<file path="src/rtl/serial_subtractor.sv">
// Bit-serial subtractor: computes a-b LSB-first, one bit per clock, over WIDTH cycles.
// Define SERIAL_SUB_OVF_EN to add the signed-overflow output ovf.
module serial_subtractor #(
    parameter int WIDTH = 8
) (
    input  logic             clk,
    input  logic             rst_n,
    input  logic             start,
    input  logic [WIDTH-1:0] a,
    input  logic [WIDTH-1:0] b,
    output logic             busy,
    output logic             done,
    output logic [WIDTH-1:0] diff,
    output logic             borrow
`ifdef SERIAL_SUB_OVF_EN
    ,
    output logic             ovf
`endif
);

    localparam int CNT_W = (WIDTH > 1) ? $clog2(WIDTH) : 1;

    localparam logic [1:0] S_IDLE = 2'd0;
    localparam logic [1:0] S_RUN  = 2'd1;
    localparam logic [1:0] S_DONE = 2'd2;

    localparam logic [CNT_W-1:0] LAST_BIT = CNT_W'(WIDTH - 1);

    logic [1:0]       r_state;
    logic [WIDTH-1:0] r_a;
    logic [WIDTH-1:0] r_b;
    logic [WIDTH-1:0] r_res;
    logic             r_bin;
    logic [CNT_W-1:0] r_cnt;
    logic [WIDTH-1:0] r_diff;
    logic             r_borrow;

    logic             w_x;
    logic             w_y;
    logic             w_d;
    logic             w_bout;
    logic [WIDTH-1:0] w_res_next;

    assign w_x        = r_a[0];
    assign w_y        = r_b[0];
    assign w_d        = w_x ^ w_y ^ r_bin;
    assign w_bout     = (~w_x & w_y) | (~(w_x ^ w_y) & r_bin);
    // New bits enter at the MSB so the last processed bit lands in diff[WIDTH-1].
    assign w_res_next = {w_d, r_res[WIDTH-1:1]};

`ifdef SERIAL_SUB_OVF_EN
    logic r_a_msb;
    logic r_b_msb;
    logic r_ovf;

    always_ff @(posedge clk or negedge rst_n) begin
        if (!rst_n) begin
            r_a_msb <= 1'b0;
            r_b_msb <= 1'b0;
            r_ovf   <= 1'b0;
        end else if (r_state != S_RUN && start) begin
            r_a_msb <= a[WIDTH-1];
            r_b_msb <= b[WIDTH-1];
        end else if (r_state == S_RUN && r_cnt == LAST_BIT) begin
            r_ovf <= (r_a_msb != r_b_msb) && (w_d != r_a_msb);
        end
    end

    assign ovf = r_ovf;
`endif

    always_ff @(posedge clk or negedge rst_n) begin
        if (!rst_n) begin
            r_state  <= S_IDLE;
            r_a      <= '0;
            r_b      <= '0;
            r_res    <= '0;
            r_bin    <= 1'b0;
            r_cnt    <= '0;
            r_diff   <= '0;
            r_borrow <= 1'b0;
        end else begin
            case (r_state)
                S_IDLE, S_DONE: begin
                    if (start) begin
                        r_a     <= a;
                        r_b     <= b;
                        r_res   <= '0;
                        r_bin   <= 1'b0;
                        r_cnt   <= '0;
                        r_state <= S_RUN;
                    end else begin
                        r_state <= S_IDLE;
                    end
                end
                S_RUN: begin
                    r_a   <= r_a >> 1;
                    r_b   <= r_b >> 1;
                    r_bin <= w_bout;
                    r_res <= w_res_next;
                    r_cnt <= r_cnt + 1'b1;
                    if (r_cnt == LAST_BIT) begin
                        r_diff   <= w_res_next;
                        r_borrow <= w_bout;
                        r_state  <= S_DONE;
                    end
                end
                default: r_state <= S_IDLE;
            endcase
        end
    end

    assign busy   = (r_state == S_RUN);
    assign done   = (r_state == S_DONE);
    assign diff   = r_diff;
    assign borrow = r_borrow;

endmodule

</file>
<file path="config.mk">
export PLATFORM = sky130hd
export DESIGN_NAME = serial_subtractor
export DESIGN_NICKNAME = d
export VERILOG_FILES = /design/src/rtl/serial_subtractor.sv
export SDC_FILE = /design/constraint.sdc
export NUM_CORES = 1
export LEC_CHECK = 0
export ABC_AREA = 1
export CAP_MARGIN = 5
export CORE_ASPECT_RATIO = 2
export CORE_MARGIN = 10
export CORE_UTILIZATION = 52
export DETAILED_ROUTE_END_ITERATION = 7
export GPL_ROUTABILITY_DRIVEN = 0
export PLACE_DENSITY = 0.78
export SYNTH_ARGS = -nofsm -noshare
export SYNTH_HDL_FRONTEND = slang
export SYNTH_SLANG_ARGS = --single-unit
</file>
<file path="constraint.sdc">
create_clock -name clk -period 1.8 [get_ports clk]
set_input_delay 0.36 -clock clk [delete_from_list [all_inputs] [get_ports clk]]
set_output_delay 0.36 -clock clk [all_outputs]
set_load 0.02 [all_outputs]
</file>
==> results of run 1 <==
## cells in the mapped netlist
library cell and n:
inv_1 39, o21ai_2 8, o21ai_1 5, dfrtp_1 38, inv_4 2, buf_2 4, nand2_2 2, nand2_1 68
nand2_4 2, buf_6 5, a21oi_1 1, nand3_1 28, nor2_4 1, inv_2 1, ha_1 2, o21ai_0 6
nor2_1 2, or2_2 1, fa_1 1
## state kept, by name, summed over array words and instances (netlist names)
| name | count |
|---|---|
| diff | 8 |
| r_a | 8 |
| r_b | 8 |
| r_res | 7 |
| r_cnt | 3 |
| r_state | 2 |
| borrow | 1 |
| r_bin | 1 |
## per-layer routing
| metal | global-route usage, % | share of wire [%] | up-vias |
|---|---|---|---|
| li1 | - | - | 719 |
| met1 | 14.8 | 39 | 681 |
| met2 | 20.5 | 52 | 30 |
| met3 | 3.18 | 4.9 | 9 |
| met4 | 6.27 | 3.3 | 0 |
| met5 | 0 | 0 | - |
## final cells by class
class,instances,share of cell area [%]
repair buffers,37,16.1
well taps,32,1.79
clock inverters,2,0.559
multi-input cells,127,28.2
flip-flops and latches,38,42.5
clock buffers,6,3.69
inverters,42,7.26
## how the worst max path moves through the flow
stage | from | endpoint | slack, ns | depth (start not counted)
floorplan | r_state[0] | done | 0.49 | 3
global placement | r_state[0] | busy | 0.27 | 3
detailed placement | r_state[0] | done | 0.26 | 2
CTS | diff[0] | diff[0] | 0.18 | 1
global route | diff[0] | diff[0] | 0.15 | 1
finish | diff[0] | diff[0] | 0.19 | 1
## report_power, final
group | switching, mW | leakage [nW] | internal, mW
clock network | 0.300 | 0.0472 | 0.308
registers | 0.213 | 0.472 | 1.26
logic | 1.16 | 0.678 | 0.825
## worst reg2reg max path, stage by stage (launching register included)
cell and delay [ns]:
dfrtp_1 0.42, inv_2 0.07, buf_4 0.21, nand2_4 0.12, buf_4 0.19, or2_2 0.27
o21ai_1 0.08
## cell families after synthesis
group	count (synthesis)	share of synthesized area (%)
simple gates	104	25.0
fa+ha+maj	3	2.47
buf+inv	51	13.1
compound gates	20	7.15
flops	38	52.2
## repair_timing
item,4_1_cts,5_1_grt
hold endpoints to repair,0,0
gates resized for setup,2,0
endpoints found under the setup margin,2,0
buffers inserted,0,0
## metrics by stage
| stage | hold slack, ns | utilization [%] | setup WS, ns | std cells | cell area, um^2 |
|---|---|---|---|---|---|
| 4_1_cts | 0.487 | 66.3 | 0.176 | 284 | 2240 |
| 5_1_grt | 0.507 | 66.3 | 0.146 | 284 | 2240 |
| 3_5_place_dp | 0.467 | 63.6 | 0.262 | 276 | 2150 |
| 3_3_place_gp | 0.460 | 63.6 | 0.266 | 276 | 2150 |
| 2_1_floorplan | 0.0644 | - | 0.487 | 216 | 1820 |
| 6_report | 0.481 | 66.3 | 0.191 | 284 | 2240 |
==> impl_metrics.json, run 1 <==
{
  "finalPower_mw": 4.07,
  "drv_slew": 0,
  "clock_path_buffers": 2,
  "fp.coreArea_mm2": 0.00338,
  "rrSetupSlack_ns": 0.36,
  "grt_util_all_layers_pct": 12.8,
  "synth_seq_cells": 38,
  "cts_htree_levels": 2,
  "synth.area.top_cells": "dfrtp_1, nand2_1, inv_1, nand3_1, o21ai_2",
  "die_w_um": 61.8,
  "viasPerCell": 5.07,
  "syn_to_final_growth_pct": 23.0,
  "final-setup-viol-count": 0,
  "worst_pin_slew_ns": 0.475,
  "synth_area_mm2": 0.00182,
  "hp-class": "flip-flop to flip-flop",
  "wl_um": 3630,
  "antenna_found_initial": 0,
  "whs_endpoint": "diff[4]",
  "fin_crit_sh_pct": 89.4,
  "crit_type": "flip-flop to primary output",
  "die_area_mm2": 0.00641,
  "grt.overflow.total": 0,
  "tritoncts": "yes",
  "grt_pass1_vias": 1479,
  "cts_buffers": 5,
  "cp_slowest_cell": "clkdlybuf4s50_1",
  "finClkSkew_ns": 0.00216,
  "num_antenna_cells": 0,
  "n_fill_cell": 290,
  "tns_ns": 0,
  "path_buf_inv": 1,
  "rsz0062_at_grt": "no",
  "rows": 30,
  "cts.sinks": 38,
  "start_util_pct": 53.9,
  "peakVddDrop_uv": 845,
  "power.leakage_nw": 1.20,
  "die_h_um": 104,
  "grt_pass1_wl_um": 6440,
  "syn-num-nets": 238,
  "status": "finished clean",
  "fmax_mhz": 621,
  "vias": 1439,
  "dr.pass1.iters": 4,
  "yosysTopAreaCell": "dfrtp_1",
  "reg2reg_from": "r_state[1]",
  "cpLargestDelayFamily": "buffers and inverters",
  "slew_headroom_pct": 68.4,
  "io_buffers": 29,
  "synth_cell_types": 19,
  "yosysTopAreaCellShare_pct": 52.2,
  "required_ns": 1.44,
  "multi_input_area_um2": 631,
  "final_hold_viol_count": 0,
  "avgSynthCellArea_um2": 8.43,
  "hp-start": "diff[4]",
  "insertion_delay_ns": 0.29,
  "pin_count": 30,
  "register_area_um2": 951,
  "yosysWarnings": 0,
  "critPathLaunchType": "flip-flop",
  "crit_path_end_kind": "primary output",
  "layout_common_cells": "nand2_1, inv_1, dfrtp_1, nand3_1, clkdlybuf4s50_1",
  "cp_max_fo": 2,
  "root_buffer": "clkbuf_8",
  "reg2regPathDepth": 6,
  "layout-drive-gt1-share_pct": 13.1,
  "netlist_instances": 216,
  "cts_hold_buf": 0,
  "hold_depth": 2,
  "slowest_delay_ns": 0.61,
  "ant_nets": 0,
  "arrival_ns": 1.25,
  "cap_violations": 0,
  "grt_start_max_net_pins": 39,
  "nets": 273,
  "clk_pin_slew_ns": 0.07,
  "routedWlPerCell_um": 12.8,
  "period_needed_ns": 1.61,
  "p_per_area_mw_per_mm2": 1820,
  "r2r_end": "r_bin",
  "layout_commonest_cell": "nand2_1",
  "hpwlAfterDp_um": 2700,
  "synth-seq-area-share_pct": 52.2,
  "initialDrtViolationCount": 50,
  "cp_cell_sequence": "clkdlybuf4s50_1",
  "drc": 0
}
(Power assumes the default switching activity.)
==> run 2: changes to the inputs <==
Settings changed: ABC_AREA 1 to unset, PLACE_DENSITY 0.78 to unset, PLACE_DENSITY_LB_ADDON set to 0.1.
==> impl_metrics.json, run 2 <==
{
  "yosysTopAreaCellShare_pct": 51.2,
  "cts_hold_buf": 0,
  "fp.coreArea_mm2": 0.00342,
  "reg2regPathDepth": 4,
  "grt_pass1_vias": 1436,
  "synth.area.top_cells": "dfrtp_1, mux2i_1, mux2_2, a211oi_1, nor2b_1",
  "pin_count": 30,
  "crit_type": "flip-flop to primary output",
  "timing.hold.ws_ns": 0.109,
  "place_ws_ns": 0.191,
  "required_ns": 1.44,
  "period_needed_ns": 1.61,
  "crit_path_end_kind": "primary output",
  "n_fill_cell": 272,
  "worstSetupStartpoint": "borrow",
  "layout_commonest_cell": "dfrtp_1",
  "grt.overflow.total": 0,
  "drv_slew": 0,
  "layout-drive-gt1-share_pct": 15.6,
  "path_buf_inv": 1,
  "synthArstFlopShare_pct": 100,
  "cp-endpoint": "borrow",
  "hp-class": "input pin to asynchronous set/reset pin",
  "reg2reg_from": "r_cnt[0]",
  "rrSetupSlack_ns": 0.29,
  "syn_to_final_growth_pct": 25.9,
  "final-setup-viol-count": 0,
  "yosysWarnings": 0,
  "root_buffer": "clkbuf_8",
  "netlist_instances": 158,
  "post-cts-setup-buffers": 0,
  "grt_pass1_wl_um": 6430,
  "synth_seq_cells": 38,
  "start_util_pct": 54.3,
  "r2r_end": "diff[7]",
  "initialDrtViolationCount": 13,
  "p_per_area_mw_per_mm2": 1680,
  "fin_crit_sh_pct": 89.2,
  "hpwlAfterDp_um": 2880,
  "cap_violations": 0,
  "final_hold_viol_count": 0,
  "slew_headroom_pct": 68.4,
  "clk_pin_slew_ns": 0.07,
  "cpLargestDelayFamily": "buffers and inverters",
  "synth_cell_types": 24,
  "die_w_um": 62.2,
  "cts_buffers": 5,
  "synth.most_common_cell": "dfrtp_1",
  "insertion_delay_ns": 0.29,
  "cp_max_fo": 2,
  "tritoncts": "yes",
  "finalWorstSetupSlack_ns": 0.194,
  "cp_num_cells": 1,
  "synthFlopType": "dfrtp_1",
  "cp_cell_sequence": "clkdlybuf4s50_1",
  "rows": 30,
  "synth-seq-area-share_pct": 51.2,
  "grt_start_max_net_pins": 39,
  "finClkSkew_ns": 0.00505,
  "layout_common_cells": "dfrtp_1, clkdlybuf4s50_1, mux2i_1, a21oi_1, nor2b_1",
  "ys_top_cells_by_count": "dfrtp_1, mux2i_1, a21oi_1",
  "cp_slowest_cell": "clkdlybuf4s50_1",
  "clock_path_buffers": 2,
  "vias": 1294,
  "synth_area_mm2": 0.00186,
  "status": "finished clean",
  "rsz0062_at_grt": "no",
  "ant_nets": 0,
  "viasPerCell": 5.39,
  "fin_util_pct": 68.4,
  "nets": 213,
  "antenna_found_initial": 0,
  "cts.sinks": 38,
  "synth_edf_count": 0,
  "syn-num-nets": 180,
  "die_area_mm2": 0.00650,
  "routedWlPerCell_um": 16.0,
  "peakVddDrop_uv": 1060,
  "die_h_um": 104,
  "critPathLaunchType": "flip-flop",
  "yosysTopAreaCell": "dfrtp_1",
  "avgSynthCellArea_um2": 11.7,
  "tns_ns": 0,
  "num_antenna_cells": 0,
  "arrival_ns": 1.25,
  "wl_um": 3830,
  "cts_htree_levels": 2,
  "power.leakage_nw": 1.01,
  "dr.pass1.iters": 4,
  "io_buffers": 29,
  "grt_util_all_layers_pct": 12.1,
  "cts_resized": 2,
  "fmax_mhz": 623,
  "worst_pin_slew_ns": 0.474,
  "drc": 0,
  "slowest_delay_ns": 0.61
}
[run 2: cell types whose count changed after synthesis, moves of 8 or more]
cell,previous run,this run
a211oi_1,0,12
o21ai_2,8,0
inv_1,39,5
nor2b_1,0,13
mux2i_1,0,20
nand2_1,68,8
a21oi_1,1,14
mux2_2,0,9
nand3_1,28,2
[run 2: power breakdown]
part	total, mW	leakage [nW]	internal [mW]	switching [mW]
combinational	1.53	0.464	0.775	0.757
sequential	1.51	0.472	1.24	0.274
clock	0.885	0.0714	0.591	0.294
total	3.93	1.01	2.60	1.33
[run 2: metrics by stage]
stage,cells,cell area [um^2],power (mW)
detailed placement,232,2200,3.10
CTS,240,2340,3.98
finish,240,2340,3.93
floorplan,158,1860,2.54
global route,240,2340,4.19
global placement,232,2200,2.99
[run 2: cells by family after synthesis]
| kind of cell | after synthesis | share of synthesized area [%] |
|---|---|---|
| AOI/OAI and AO/OA | 43 | 15.4 |
| adders and majority gates | 3 | 2.43 |
| buffers and inverters | 17 | 5.60 |
| DFF | 38 | 51.2 |
| muxes | 29 | 16.3 |
| and+or+nand+nor | 28 | 9.10 |
[run 2: routing by layer]
layer,GRT usage [%],up-vias,part of all wire (%)
met2,22.9,26,56
met3,3.99,7,4.3
li1,-,625,-
met5,0,-,0
met1,11.1,636,38
met4,5.26,0,2.0
[run 2: worst min path at each step]
stage                  to  slack (ns)  cells past startpoint
5_1_grt        r_state[0]        0.15                      2
6_report       r_state[0]        0.11                      2
3_3_place_gp       borrow        0.43                      2
2_1_floorplan      borrow        0.06                      0
3_5_place_dp      diff[6]        0.43                      2
4_1_cts        r_state[0]        0.12                      2
[run 2: final cells by class]
cell class	count	area, um^2	area share, %
clock buffer	6	82.6	3.54
sequential	38	951	40.7
timing repair buffer	38	363	15.5
inverter	5	18.8	0.803
multi-input combinational	103	801	34.3
clock inverter	2	60.1	2.57
tap	48	60.1	2.57
==> run 3: changes to the inputs <==
Settings changed: SKIP_CTS_REPAIR_TIMING set to 1.
==> impl_metrics.json, run 3 (synthesized netlist as in run 2, its figures left out) <==
{
  "start_util_pct": 54.3,
  "wl_met2_um": 2150,
  "worst_pin_slew_ns": 0.473,
  "required_ns": 1.44,
  "vias": 1302,
  "initialDrtViolationCount": 16,
  "finClkSkew_ns": 0.00505,
  "drc": 0,
  "rows": 30,
  "finalWorstSetupSlack_ns": 0.194,
  "rsz0062_at_grt": "no",
  "cpLargestDelayFamily": "buffers and inverters",
  "slew_headroom_pct": 68.4,
  "antenna_found_initial": 0,
  "slowest_delay_ns": 0.61,
  "layout_common_cells": "dfrtp_1, clkdlybuf4s50_1, mux2i_1, a21oi_1, nor2b_1",
  "place_inst": 232,
  "cts_htree_levels": 2,
  "fin_util_pct": 68.6,
  "tritoncts": "yes",
  "cts.sinks": 38,
  "wl_met3_um": 161,
  "peakVddDrop_uv": 1060,
  "drv_slew": 0,
  "routedWlPerCell_um": 16.0,
  "grt.overflow.total": 0,
  "critPathLaunchType": "flip-flop",
  "syn_to_final_growth_pct": 26.3,
  "layout-drive-gt1-share_pct": 15.6,
  "p_per_area_mw_per_mm2": 1680,
  "wl_um": 3830,
  "insertion_delay_ns": 0.29,
  "dr.pass1.iters": 4,
  "timing.hold.ws_ns": 0.110,
  "root_buffer": "clkbuf_8",
  "nets": 213,
  "ant_nets": 0,
  "fin_crit_sh_pct": 89.2,
  "r2r_end": "diff[7]",
  "num_antenna_cells": 0,
  "topRoutingLayerUsed": "met4",
  "clk_pin_slew_ns": 0.07,
  "post-route-cell-area_mm2": 0.00234,
  "clock_path_buffers": 2,
  "tns_ns": 0,
  "hpwlAfterDp_um": 2880,
  "die_area_mm2": 0.00650,
  "status": "finished clean",
  "pin_count": 30,
  "final_hold_viol_count": 0,
  "placed_cell_area_mm2": 0.00220,
  "place_ws_ns": 0.191,
  "reg2regPathDepth": 4,
  "reg2reg_from": "r_cnt[0]",
  "grt_start_max_net_pins": 39,
  "viasPerCell": 5.43,
  "fmax_mhz": 623,
  "cts_buffers": 5,
  "rrSetupSlack_ns": 0.29,
  "io_buffers": 29,
  "stdcell_count": 240,
  "hp-class": "input pin to asynchronous set/reset pin",
  "die_w_um": 62.2,
  "path_buf_inv": 1,
  "arrival_ns": 1.25,
  "power.leakage_nw": 1.03,
  "crit_path_end_kind": "primary output",
  "cp_slowest_cell": "clkdlybuf4s50_1",
  "final-setup-viol-count": 0,
  "grt_pass1_vias": 1436,
  "cp_cell_sequence": "clkdlybuf4s50_1",
  "die_h_um": 104,
  "cap_violations": 0,
  "crit_type": "flip-flop to primary output",
  "layout_commonest_cell": "dfrtp_1",
  "grt_util_all_layers_pct": 12.1,
  "m1WireLength_um": 1450,
  "period_needed_ns": 1.61,
  "fp.coreArea_mm2": 0.00342,
  "grt_pass1_wl_um": 6450,
  "n_fill_cell": 270,
  "finalPower_mw": 3.94,
  "cp_max_fo": 2
}
[run 3: cell count changes in the layout (fill, tap and decap cells not counted), sizes merged]
cell,before,now
dlygate4sd2,2,0
dlymetal6s2s,0,2
[run 3: worst register-to-register path: cells and delay by family, from the launching register on]
kind	cells	cell delay [ns]
and+or+nand+nor	1	0.17
DFF	1	0.40
adders and majority gates	2	0.46
muxes	1	0.36
[run 3: per-layer routing]
layer	vias to the layer above	GRT usage [%]
li1	623	-
met1	643	11.2
met2	29	22.8
met3	7	3.99
met4	0	5.26
met5	-	0
[run 3: worst max-delay path by stage]
stage,startpoint,cells past startpoint,endpoint,slack [ns]
2_1_floorplan,r_cnt[0],5,diff[1],0.38
3_5_place_dp,start,5,r_b[6],0.19
3_3_place_gp,start,4,r_b[2],0.23
6_report,borrow,1,borrow,0.19
5_1_grt,diff[7],1,diff[7],0.13
4_1_cts,r_state[1],2,done,-0.08
[run 3: where the power goes]
part | total (mW) | switching (mW) | leakage [nW] | internal [mW]
registers | 1.51 | 0.274 | 0.472 | 1.24
clock network | 0.885 | 0.294 | 0.0714 | 0.591
logic | 1.54 | 0.757 | 0.483 | 0.782
total | 3.94 | 1.33 | 1.03 | 2.61
[run 3: cell type report]
type                            instances  area (um^2)  share of cell area, %
Multi-Input combinational cell        103          801                   34.2
Inverter                                5         18.8                  0.801
Clock buffer                            6         82.6                   3.52
Timing Repair Buffer                   38          370                   15.8
Tap cell                               48         60.1                   2.56
Clock inverter                          2         60.1                   2.56
Sequential cell                        38          951                   40.6
